**config.mk**
```make
export PLATFORM = sky130hd
export DESIGN_NAME = conv_engine
export DESIGN_NICKNAME = d
export VERILOG_FILES = /design/src/rtl/conv_pkg.sv /design/src/rtl/conv_engine_mac9.sv /design/src/rtl/conv_engine.sv
export SDC_FILE = /design/constraint.sdc
export NUM_CORES = 2
export LEC_CHECK = 0
export BUFFER_PORTS_ARGS = -buffer_cell sky130_fd_sc_hd__buf_2
export CAP_MARGIN = 30
export CORE_MARGIN = 2
export CORE_UTILIZATION = 45
export DETAILED_ROUTE_END_ITERATION = 10
export GPL_TIMING_DRIVEN = 0
export PLACE_DENSITY_LB_ADDON = 0.2
export RECOVER_POWER = 25
export SETUP_SLACK_MARGIN = 0.02
export SLEW_MARGIN = 30
export SYNTH_ARGS = -nofsm -noshare
export SYNTH_HDL_FRONTEND = slang
export SYNTH_SLANG_ARGS = --single-unit
```
**constraint.sdc**
```tcl
create_clock -name clk -period 12.8 [get_ports clk]
set_input_delay 1.28 -clock clk [delete_from_list [all_inputs] [get_ports clk]]
set_output_delay 1.28 -clock clk [all_outputs]
set_load 0.03 [all_outputs]
```
**src/rtl/conv_pkg.sv**
```systemverilog
// Shared definitions for the 3x3 convolution engine.
// Holds the FSM state encoding, the configuration address map and the
// reset-time Sobel kernels. No ports.
package conv_pkg;

    localparam int unsigned N_TAPS     = 9;
    localparam int unsigned CFG_ADDR_W = 5;

    typedef enum logic [2:0] {
        S_IDLE      = 3'd0,
        S_READ_FULL = 3'd1,
        S_READ_COL  = 3'd2,
        S_MUL       = 3'd3,
        S_ACC       = 3'd4,
        S_WRITE     = 3'd5,
        S_DONE      = 3'd6
    } state_t;

    // Configuration address map: A0..A8, B0..B8, shift, mode; 20..31 unmapped.
    localparam logic [CFG_ADDR_W-1:0] CFG_A_BASE = 5'd0;
    localparam logic [CFG_ADDR_W-1:0] CFG_B_BASE = 5'd9;
    localparam logic [CFG_ADDR_W-1:0] CFG_SHIFT  = 5'd18;
    localparam logic [CFG_ADDR_W-1:0] CFG_MODE   = 5'd19;

    // Vertical Sobel kernel, raster order; loaded into A at reset.
    function automatic int sobel_v(input int idx);
        case (idx)
            0: return 1;
            1: return 0;
            2: return -1;
            3: return 2;
            4: return 0;
            5: return -2;
            6: return 1;
            7: return 0;
            default: return -1;
        endcase
    endfunction

    // Horizontal Sobel kernel, raster order; loaded into B at reset.
    function automatic int sobel_h(input int idx);
        case (idx)
            0: return 1;
            1: return 2;
            2: return 1;
            3: return 0;
            4: return 0;
            5: return 0;
            6: return -1;
            7: return -2;
            default: return -1;
        endcase
    endfunction

endpackage

```
**src/rtl/conv_engine_mac9.sv**
```systemverilog
// 9-tap multiply-accumulate: unsigned pixels times signed coefficients.
// Ports: clk, rst_n; mul_en registers the nine products; acc_en registers
// their sum; pix / coef are the nine taps packed tap 0 in the low bits;
// sum is the registered two's-complement total.
module conv_mac9
    import conv_pkg::*;
#(
    parameter int DATA_W = 8,
    parameter int COEF_W = 8
) (
    input  logic                          clk,
    input  logic                          rst_n,
    input  logic                          mul_en,
    input  logic                          acc_en,
    input  logic [9*DATA_W-1:0]           pix,
    input  logic [9*COEF_W-1:0]           coef,
    output logic [DATA_W+COEF_W+4:0]      sum
);

    localparam int unsigned PROD_W = DATA_W + COEF_W + 1;
    localparam int unsigned ACC_W  = DATA_W + COEF_W + 5;

    logic signed [PROD_W-1:0] prod [N_TAPS];
    logic signed [ACC_W-1:0]  sum_c;

    // Adder tree over sign-extended products; 9 terms cannot overflow ACC_W.
    always_comb begin
        sum_c = '0;
        for (int i = 0; i < 9; i++) begin
            sum_c = sum_c + ACC_W'(prod[i]);
        end
    end

    // Product and sum pipeline registers.
    always_ff @(posedge clk or negedge rst_n) begin
        if (!rst_n) begin
            for (int i = 0; i < 9; i++) begin
                prod[i] <= '0;
            end
            sum <= '0;
        end else begin
            if (mul_en) begin
                for (int i = 0; i < 9; i++) begin
                    prod[i] <= PROD_W'($signed({1'b0, pix[i*DATA_W +: DATA_W]}))
                             * PROD_W'($signed(coef[i*COEF_W +: COEF_W]));
                end
            end
            if (acc_en) begin
                sum <= sum_c;
            end
        end
    end

endmodule

```
**src/rtl/conv_engine.sv**
```systemverilog
// 3x3 convolution engine over an IMG_WIDTH x IMG_HEIGHT image held in bram0,
// writing one result pixel per window into bram1. Zero padding at the edges;
// column reuse when stepping right along a row.
// Ports: clk, rst_n; start/busy/done run handshake; cfg_we/cfg_addr/cfg_wdata
// coefficient, shift and mode writes (IDLE only); bram0_addr/en/dout pixel
// read port (2-cycle read latency); bram1_addr/din/we result write port.
module conv_engine
    import conv_pkg::*;
#(
    parameter int IMG_WIDTH  = 32,
    parameter int IMG_HEIGHT = 32,
    parameter int DATA_W     = 8,
    parameter int COEF_W     = 8
) (
    input  logic        clk,
    input  logic        rst_n,
    input  logic        start,
    output logic        busy,
    output logic        done,
    input  logic        cfg_we,
    input  logic [4:0]  cfg_addr,
    input  logic [15:0] cfg_wdata,
    output logic [31:0] bram0_addr,
    output logic        bram0_en,
    input  logic [31:0] bram0_dout,
    output logic [31:0] bram1_addr,
    output logic [31:0] bram1_din,
    output logic [3:0]  bram1_we
);

    localparam int unsigned XW    = $clog2(IMG_WIDTH);
    localparam int unsigned YW    = $clog2(IMG_HEIGHT);
    localparam int unsigned ACC_W = DATA_W + COEF_W + 5;

    state_t                    state;
    logic [3:0]                cnt;
    logic [XW-1:0]             x;
    logic [YW-1:0]             y;
    logic [DATA_W-1:0]         win [N_TAPS];
    logic                      pad [N_TAPS];
    logic signed [COEF_W-1:0]  coef_a [N_TAPS];
    logic signed [COEF_W-1:0]  coef_b [N_TAPS];
    logic [3:0]                shift;
    logic                      mode;

    logic [9*DATA_W-1:0]       pix_flat;
    logic [9*COEF_W-1:0]       a_flat;
    logic [9*COEF_W-1:0]       b_flat;
    logic [ACC_W-1:0]          sum_a;
    logic [ACC_W-1:0]          sum_b;
    logic                      mul_en_c;
    logic                      acc_en_c;

    logic signed [ACC_W-1:0]   sa;
    logic signed [ACC_W-1:0]   sb;
    logic signed [ACC_W-1:0]   sa_sh;
    logic [ACC_W-1:0]          abs_a;
    logic [ACC_W-1:0]          abs_b;
    logic [ACC_W:0]            mag;
    logic [ACC_W:0]            mag_sh;
    logic [DATA_W-1:0]         result_c;
    logic                      last_col_c;
    logic                      last_pix_c;
    logic                      unused_bits;

    assign unused_bits = ^{bram0_dout, cfg_wdata};

    // Byte address of window tap (0..8, raster) centred on (px,py); MSB = padded.
    function automatic logic [32:0] tap_addr(input logic [XW-1:0] px,
                                             input logic [YW-1:0] py,
                                             input logic [3:0]    tap);
        int r, c, row, col;
        r   = int'(tap) / 3;
        c   = int'(tap) % 3;
        row = int'(py) + r - 1;
        col = int'(px) + c - 1;
        if (row < 0 || row >= IMG_HEIGHT || col < 0 || col >= IMG_WIDTH)
            return {1'b1, 32'd0};
        return {1'b0, 32'(row * IMG_WIDTH + col) << 2};
    endfunction

    function automatic logic [31:0] pix_addr(input logic [XW-1:0] px,
                                             input logic [YW-1:0] py);
        return 32'(int'(py) * IMG_WIDTH + int'(px)) << 2;
    endfunction

    // Window index of the right-hand column tap in row r.
    function automatic logic [3:0] col_tap(input logic [3:0] r);
        case (r)
            4'd0:    return 4'd2;
            4'd1:    return 4'd5;
            default: return 4'd8;
        endcase
    endfunction

    assign mul_en_c   = (state == S_MUL);
    assign acc_en_c   = (state == S_ACC);
    assign last_col_c = (x == XW'(IMG_WIDTH - 1));
    assign last_pix_c = last_col_c && (y == YW'(IMG_HEIGHT - 1));

    // Pack window and kernels for the MAC instances.
    always_comb begin
        pix_flat = '0;
        a_flat   = '0;
        b_flat   = '0;
        for (int i = 0; i < 9; i++) begin
            pix_flat[i*DATA_W +: DATA_W] = win[i];
            a_flat[i*COEF_W +: COEF_W]   = coef_a[i];
            b_flat[i*COEF_W +: COEF_W]   = coef_b[i];
        end
    end

    conv_mac9 #(.DATA_W(DATA_W), .COEF_W(COEF_W)) u_mac_a (
        .clk    (clk),
        .rst_n  (rst_n),
        .mul_en (mul_en_c),
        .acc_en (acc_en_c),
        .pix    (pix_flat),
        .coef   (a_flat),
        .sum    (sum_a)
    );

    conv_mac9 #(.DATA_W(DATA_W), .COEF_W(COEF_W)) u_mac_b (
        .clk    (clk),
        .rst_n  (rst_n),
        .mul_en (mul_en_c),
        .acc_en (acc_en_c),
        .pix    (pix_flat),
        .coef   (b_flat),
        .sum    (sum_b)
    );

    // Post-processing: mode 0 = clamped shifted sumA, mode 1 = saturated |A|+|B|.
    always_comb begin
        sa       = $signed(sum_a);
        sb       = $signed(sum_b);
        sa_sh    = sa >>> shift;
        abs_a    = sa[ACC_W-1] ? ACC_W'(-sa) : ACC_W'(sa);
        abs_b    = sb[ACC_W-1] ? ACC_W'(-sb) : ACC_W'(sb);
        mag      = {1'b0, abs_a} + {1'b0, abs_b};
        mag_sh   = mag >> shift;
        result_c = '0;
        if (!mode) begin
            if (sa_sh[ACC_W-1])
                result_c = '0;
            else if (|sa_sh[ACC_W-2:DATA_W])
                result_c = '1;
            else
                result_c = sa_sh[DATA_W-1:0];
        end else begin
            if (|mag_sh[ACC_W:DATA_W])
                result_c = '1;
            else
                result_c = mag_sh[DATA_W-1:0];
        end
    end

    // Control FSM, read sequencing, window, configuration and write port.
    always_ff @(posedge clk or negedge rst_n) begin
        if (!rst_n) begin
            state      <= S_IDLE;
            cnt        <= '0;
            x          <= '0;
            y          <= '0;
            busy       <= 1'b0;
            done       <= 1'b0;
            bram0_addr <= '0;
            bram0_en   <= 1'b0;
            bram1_addr <= '0;
            bram1_din  <= '0;
            bram1_we   <= '0;
            shift      <= '0;
            mode       <= 1'b1;
            for (int i = 0; i < 9; i++) begin
                win[i]    <= '0;
                pad[i]    <= 1'b0;
                coef_a[i] <= COEF_W'(sobel_v(i));
                coef_b[i] <= COEF_W'(sobel_h(i));
            end
        end else begin
            bram1_we  <= 4'h0;
            bram1_din <= '0;
            case (state)
                S_IDLE: begin
                    if (cfg_we) begin
                        if (cfg_addr < CFG_B_BASE)
                            coef_a[4'(cfg_addr - CFG_A_BASE)] <= cfg_wdata[COEF_W-1:0];
                        else if (cfg_addr < CFG_SHIFT)
                            coef_b[4'(cfg_addr - CFG_B_BASE)] <= cfg_wdata[COEF_W-1:0];
                        else if (cfg_addr == CFG_SHIFT)
                            shift <= cfg_wdata[3:0];
                        else if (cfg_addr == CFG_MODE)
                            mode <= cfg_wdata[0];
                    end
                    if (start) begin
                        state    <= S_READ_FULL;
                        busy     <= 1'b1;
                        cnt      <= '0;
                        bram0_en <= 1'b1;
                        {pad[0], bram0_addr} <= tap_addr(x, y, 4'd0);
                    end
                end

                // Addresses issued in cycles 0..8; data lands two cycles later.
                S_READ_FULL: begin
                    cnt <= cnt + 4'd1;
                    if (cnt < 4'd8)
                        {pad[cnt + 4'd1], bram0_addr} <= tap_addr(x, y, cnt + 4'd1);
                    else
                        bram0_addr <= '0;
                    if (cnt >= 4'd2)
                        win[cnt - 4'd2] <= pad[cnt - 4'd2] ? '0 : bram0_dout[DATA_W-1:0];
                    if (cnt == 4'd10) begin
                        state    <= S_MUL;
                        bram0_en <= 1'b0;
                    end
                end

                // Only the new right-hand column is fetched.
                S_READ_COL: begin
                    cnt <= cnt + 4'd1;
                    if (cnt < 4'd2)
                        {pad[col_tap(cnt + 4'd1)], bram0_addr} <=
                            tap_addr(x, y, col_tap(cnt + 4'd1));
                    else
                        bram0_addr <= '0;
                    if (cnt >= 4'd2)
                        win[col_tap(cnt - 4'd2)] <=
                            pad[col_tap(cnt - 4'd2)] ? '0 : bram0_dout[DATA_W-1:0];
                    if (cnt == 4'd4) begin
                        state    <= S_MUL;
                        bram0_en <= 1'b0;
                    end
                end

                S_MUL: state <= S_ACC;

                S_ACC: state <= S_WRITE;

                S_WRITE: begin
                    bram1_we   <= 4'hF;
                    bram1_din  <= 32'(result_c);
                    bram1_addr <= pix_addr(x, y);
                    for (int r = 0; r < 3; r++) begin
                        win[r*3]     <= win[r*3 + 1];
                        win[r*3 + 1] <= win[r*3 + 2];
                        win[r*3 + 2] <= '0;
                    end
                    cnt <= '0;
                    if (last_pix_c) begin
                        state <= S_DONE;
                        busy  <= 1'b0;
                        done  <= 1'b1;
                        x     <= '0;
                        y     <= '0;
                    end else if (last_col_c) begin
                        state    <= S_READ_FULL;
                        x        <= '0;
                        y        <= y + YW'(1);
                        bram0_en <= 1'b1;
                        {pad[0], bram0_addr} <= tap_addr('0, y + YW'(1), 4'd0);
                    end else begin
                        state    <= S_READ_COL;
                        x        <= x + XW'(1);
                        bram0_en <= 1'b1;
                        {pad[2], bram0_addr} <= tap_addr(x + XW'(1), y, 4'd2);
                    end
                end

                S_DONE: begin
                    if (!start) begin
                        state <= S_IDLE;
                        done  <= 1'b0;
                    end
                end

                default: state <= S_IDLE;
            endcase
        end
    end

endmodule

```
==> impl_metrics.json <==
{
  "outcome": "finished with violations",
  "violations": "max-capacitance violations, max-slew violations",
  "crit_family": "compound AO/OA/AOI/OAI gates",
  "synthTopCellsByArea": "fa_1 (22%), dfrtp_1 (18%), ha_1 (16%), inv_1 (6.4%), nand2_1 (5.5%)",
  "vias": 66224,
  "drc": 0,
  "dieHeight_um": 432,
  "timing.slew.headroom_pct": -206,
  "setup_violations": 0,
  "clockBufferDepth": 3,
  "tritoncts": "yes",
  "async_flop_share_pct": 100,
  "numCtsBuffers": 88,
  "worst-setup-path-type": "reg2reg",
  "crit_path_start_kind": "flip-flop",
  "synth.top_cell.area_share_pct": 21.8,
  "start_util_pct": 45.4,
  "rsz0062_at_grt": "no",
  "timing.fmax_ghz": 0.103,
  "cts-root-buf": "clkbuf_16",
  "crit_fanout": 9,
  "synth.most_common_cell": "inv_1",
  "max_stage_delay_ps": 670,
  "postCtsSetupBuffers": 0,
  "dr.first_iter.drc_count": 5012,
  "portBuffers": 74,
  "slew_viol_final": 326,
  "grtUsageTotal_pct": 29.6,
  "fin_crit_sh_pct": 76.1,
  "num_rows": 156,
  "firstDrtPassIters": 6,
  "nNetsFinal": 11450,
  "io_pins": 160,
  "clkLatencyLatePin_ps": 730,
  "period_minus_slack_ps": 9740,
  "cp-end-kind": "flip-flop",
  "synth_edf_count": 0,
  "ys_seq_area_share_pct": 19.8,
  "ys_ff_latch": 647,
  "final_util_pct": 49.6,
  "yosys.area.top_type": "fa_1",
  "syn_inst": 9223,
  "synth_area_um2": 82300,
  "maxCapViolCount": 5,
  "synth_top_flop_cell": "dfrtp_1",
  "routabilityCongestion": 0.977,
  "slowest_stage": "a2111oi_0",
  "area_growth_pct": 9.22,
  "ctsHoldBuffers": 0,
  "worstPathRequired_ps": 13400,
  "cts.sinks": 647,
  "worstPathArrival_ps": 10330,
  "cts_resized": 0,
  "place_ws_ps": 3280,
  "grt_max_degree": 85,
  "cts.htree.levels": 3,
  "ant_nets": 0,
  "die-area_um2": 186000,
  "routedWlPerCell_um": 22.9,
  "wirelength_um": 274000,
  "ys_types": 90,
  "critPathBufInv": 7,
  "dp_hpwl_um": 222000,
  "grt_pass1_vias": 66862,
  "yosysWarnings": 0,
  "hold_viol_final": 0,
  "setup_ws_ps": 3060,
  "final_layout_size_suffix_gt1_share_pct": 6.69,
  "antenna_found_initial": 35,
  "min_path_type": "reg2reg",
  "grt_overflow": 0,
  "core_um2": 181000,
  "finClkSkew_ps": 41.3,
  "die_x_um": 432,
  "tightest_slew_ps": 4590,
  "grt_pass1_wl_um": 414000,
  "n_fill_cell": 17287,
  "path_clk_slew_ps": 60,
  "synthTopCellsByCount": "inv_1 (1408), nand2_1 (1212), ha_1 (1028)",
  "routed_via_density": 5.55,
  "synth_area_per_cell_um2": 8.92
}
-- per-layer routing --
layer	up-vias	global-route usage, %	part of all wire, %
li1	30439	-	-
met1	33067	38.5	41
met2	2148	47.4	46
met3	558	4.94	6.9
met4	12	15.4	6.0
met5	-	0	0.051
-- metrics by stage --
| stage | instances | area [µm²] | TNS, ps | hold WS (ps) |
|---|---|---|---|---|
| finish | 11932 | 89900 | 0 | 478 |
| global route | 11916 | 89900 | 0 | 494 |
| detailed placement | 11749 | 86700 | 0 | 467 |
| CTS | 11912 | 89900 | 0 | 401 |
| floorplan | 9270 | 82500 | 0 | 445 |
| global placement | 11714 | 85800 | -2402880 | 464 |
-- placed cells by master (no fill, tap or decap), types with 24 or more instances in the layout --
master	synthesis	final
a211oi_1	31	31
a21boi_0	47	47
a21o_1	103	103
a21oi_1	396	392
a22o_1	71	71
a31oi_1	32	32
and2_1	625	625
and3_1	37	37
buf_2	0	79
buf_4	51	55
clkbuf_1	292	279
clkbuf_16	0	88
clkbuf_2	0	24
conb_1	1	48
dfrtp_1	594	594
dfstp_2	53	53
fa_1	896	896
ha_1	1028	1028
inv_1	1408	1408
mux2_2	160	160
mux2i_1	36	36
nand2_1	1212	1210
nand2b_1	155	155
nand3_1	85	85
nor2_1	305	296
nor2b_1	46	46
nor3_1	57	51
nor4_1	33	33
o211ai_1	33	33
o21a_1	34	34
o21ai_0	591	591
o21bai_1	32	32
o22ai_1	37	37
o31ai_1	87	87
or3_1	34	34
xnor2_1	276	276
xor2_1	81	81
-- path summary, 6_finish.rpt --
| check | from | end | slack, ps | depth (start not counted) |
|---|---|---|---|---|
| hold reg to reg | u_mac_a.prod[29] | u_mac_a.prod[29] | 480 | 2 |
| setup reg to reg | cnt[0] | bram0_addr[29] | 3060 | 39 |
| hold / removal | u_mac_a.prod[29] | u_mac_a.prod[29] | 480 | 2 |
| max in group asynchronous | rst_n | b_flat[47] | 3330 | 3 |
| min in group asynchronous | rst_n | a_flat[51] | 1020 | 1 |
| setup / recovery | cnt[0] | bram0_addr[29] | 3060 | 39 |
-- logic make-up after synthesis --
family	count (synthesis)	share of synthesized area, %
muxes	203	2.82
xor gates and xnor gates	357	3.80
DFF	647	19.8
other	1	0.00456
buffers and inverters	1778	8.36
and+or+nand+nor	2691	15.8
AOI/OAI and AO/OA	1622	12.0
adders and majority gates	1924	37.4
-- layout make-up --
| class | count | area (µm²) | area share (%) |
|---|---|---|---|
| Inverter | 1410 | 5290 | 5.89 |
| Antenna cell | 20 | 50.0 | 0.0557 |
| Multi-Input combinational cell | 6845 | 59400 | 66.1 |
| Sequential cell | 647 | 16300 | 18.1 |
| Buffer | 368 | 1640 | 1.82 |
| Clock buffer | 105 | 2350 | 2.61 |
| Tap cell | 2370 | 2970 | 3.30 |
| Timing Repair Buffer | 109 | 1040 | 1.16 |
| Clock inverter | 58 | 871 | 0.969 |
-- registers in the layout (all words and copies together) (netlist names), 3 cells and up --
register / count
u_mac_a.sum: 21
bram1_addr: 10
pad: 9
b_flat: 72
u_mac_b.prod: 153
a_flat: 72
x: 5
y: 5
u_mac_a.prod: 153
shift: 4
bram0_addr: 30
u_mac_b.sum: 21
pix_flat: 72
bram1_din: 8
state: 3
cnt: 4
-- tightest hold or removal path, stage by stage, from the launching register on --
cell     delay (ps)
dfrtp_1         340
nand2_1          50
o31ai_1          50
Power is not shown: default switching activity piles up to over one toggle a cycle in this logic, so the estimate is an artifact.
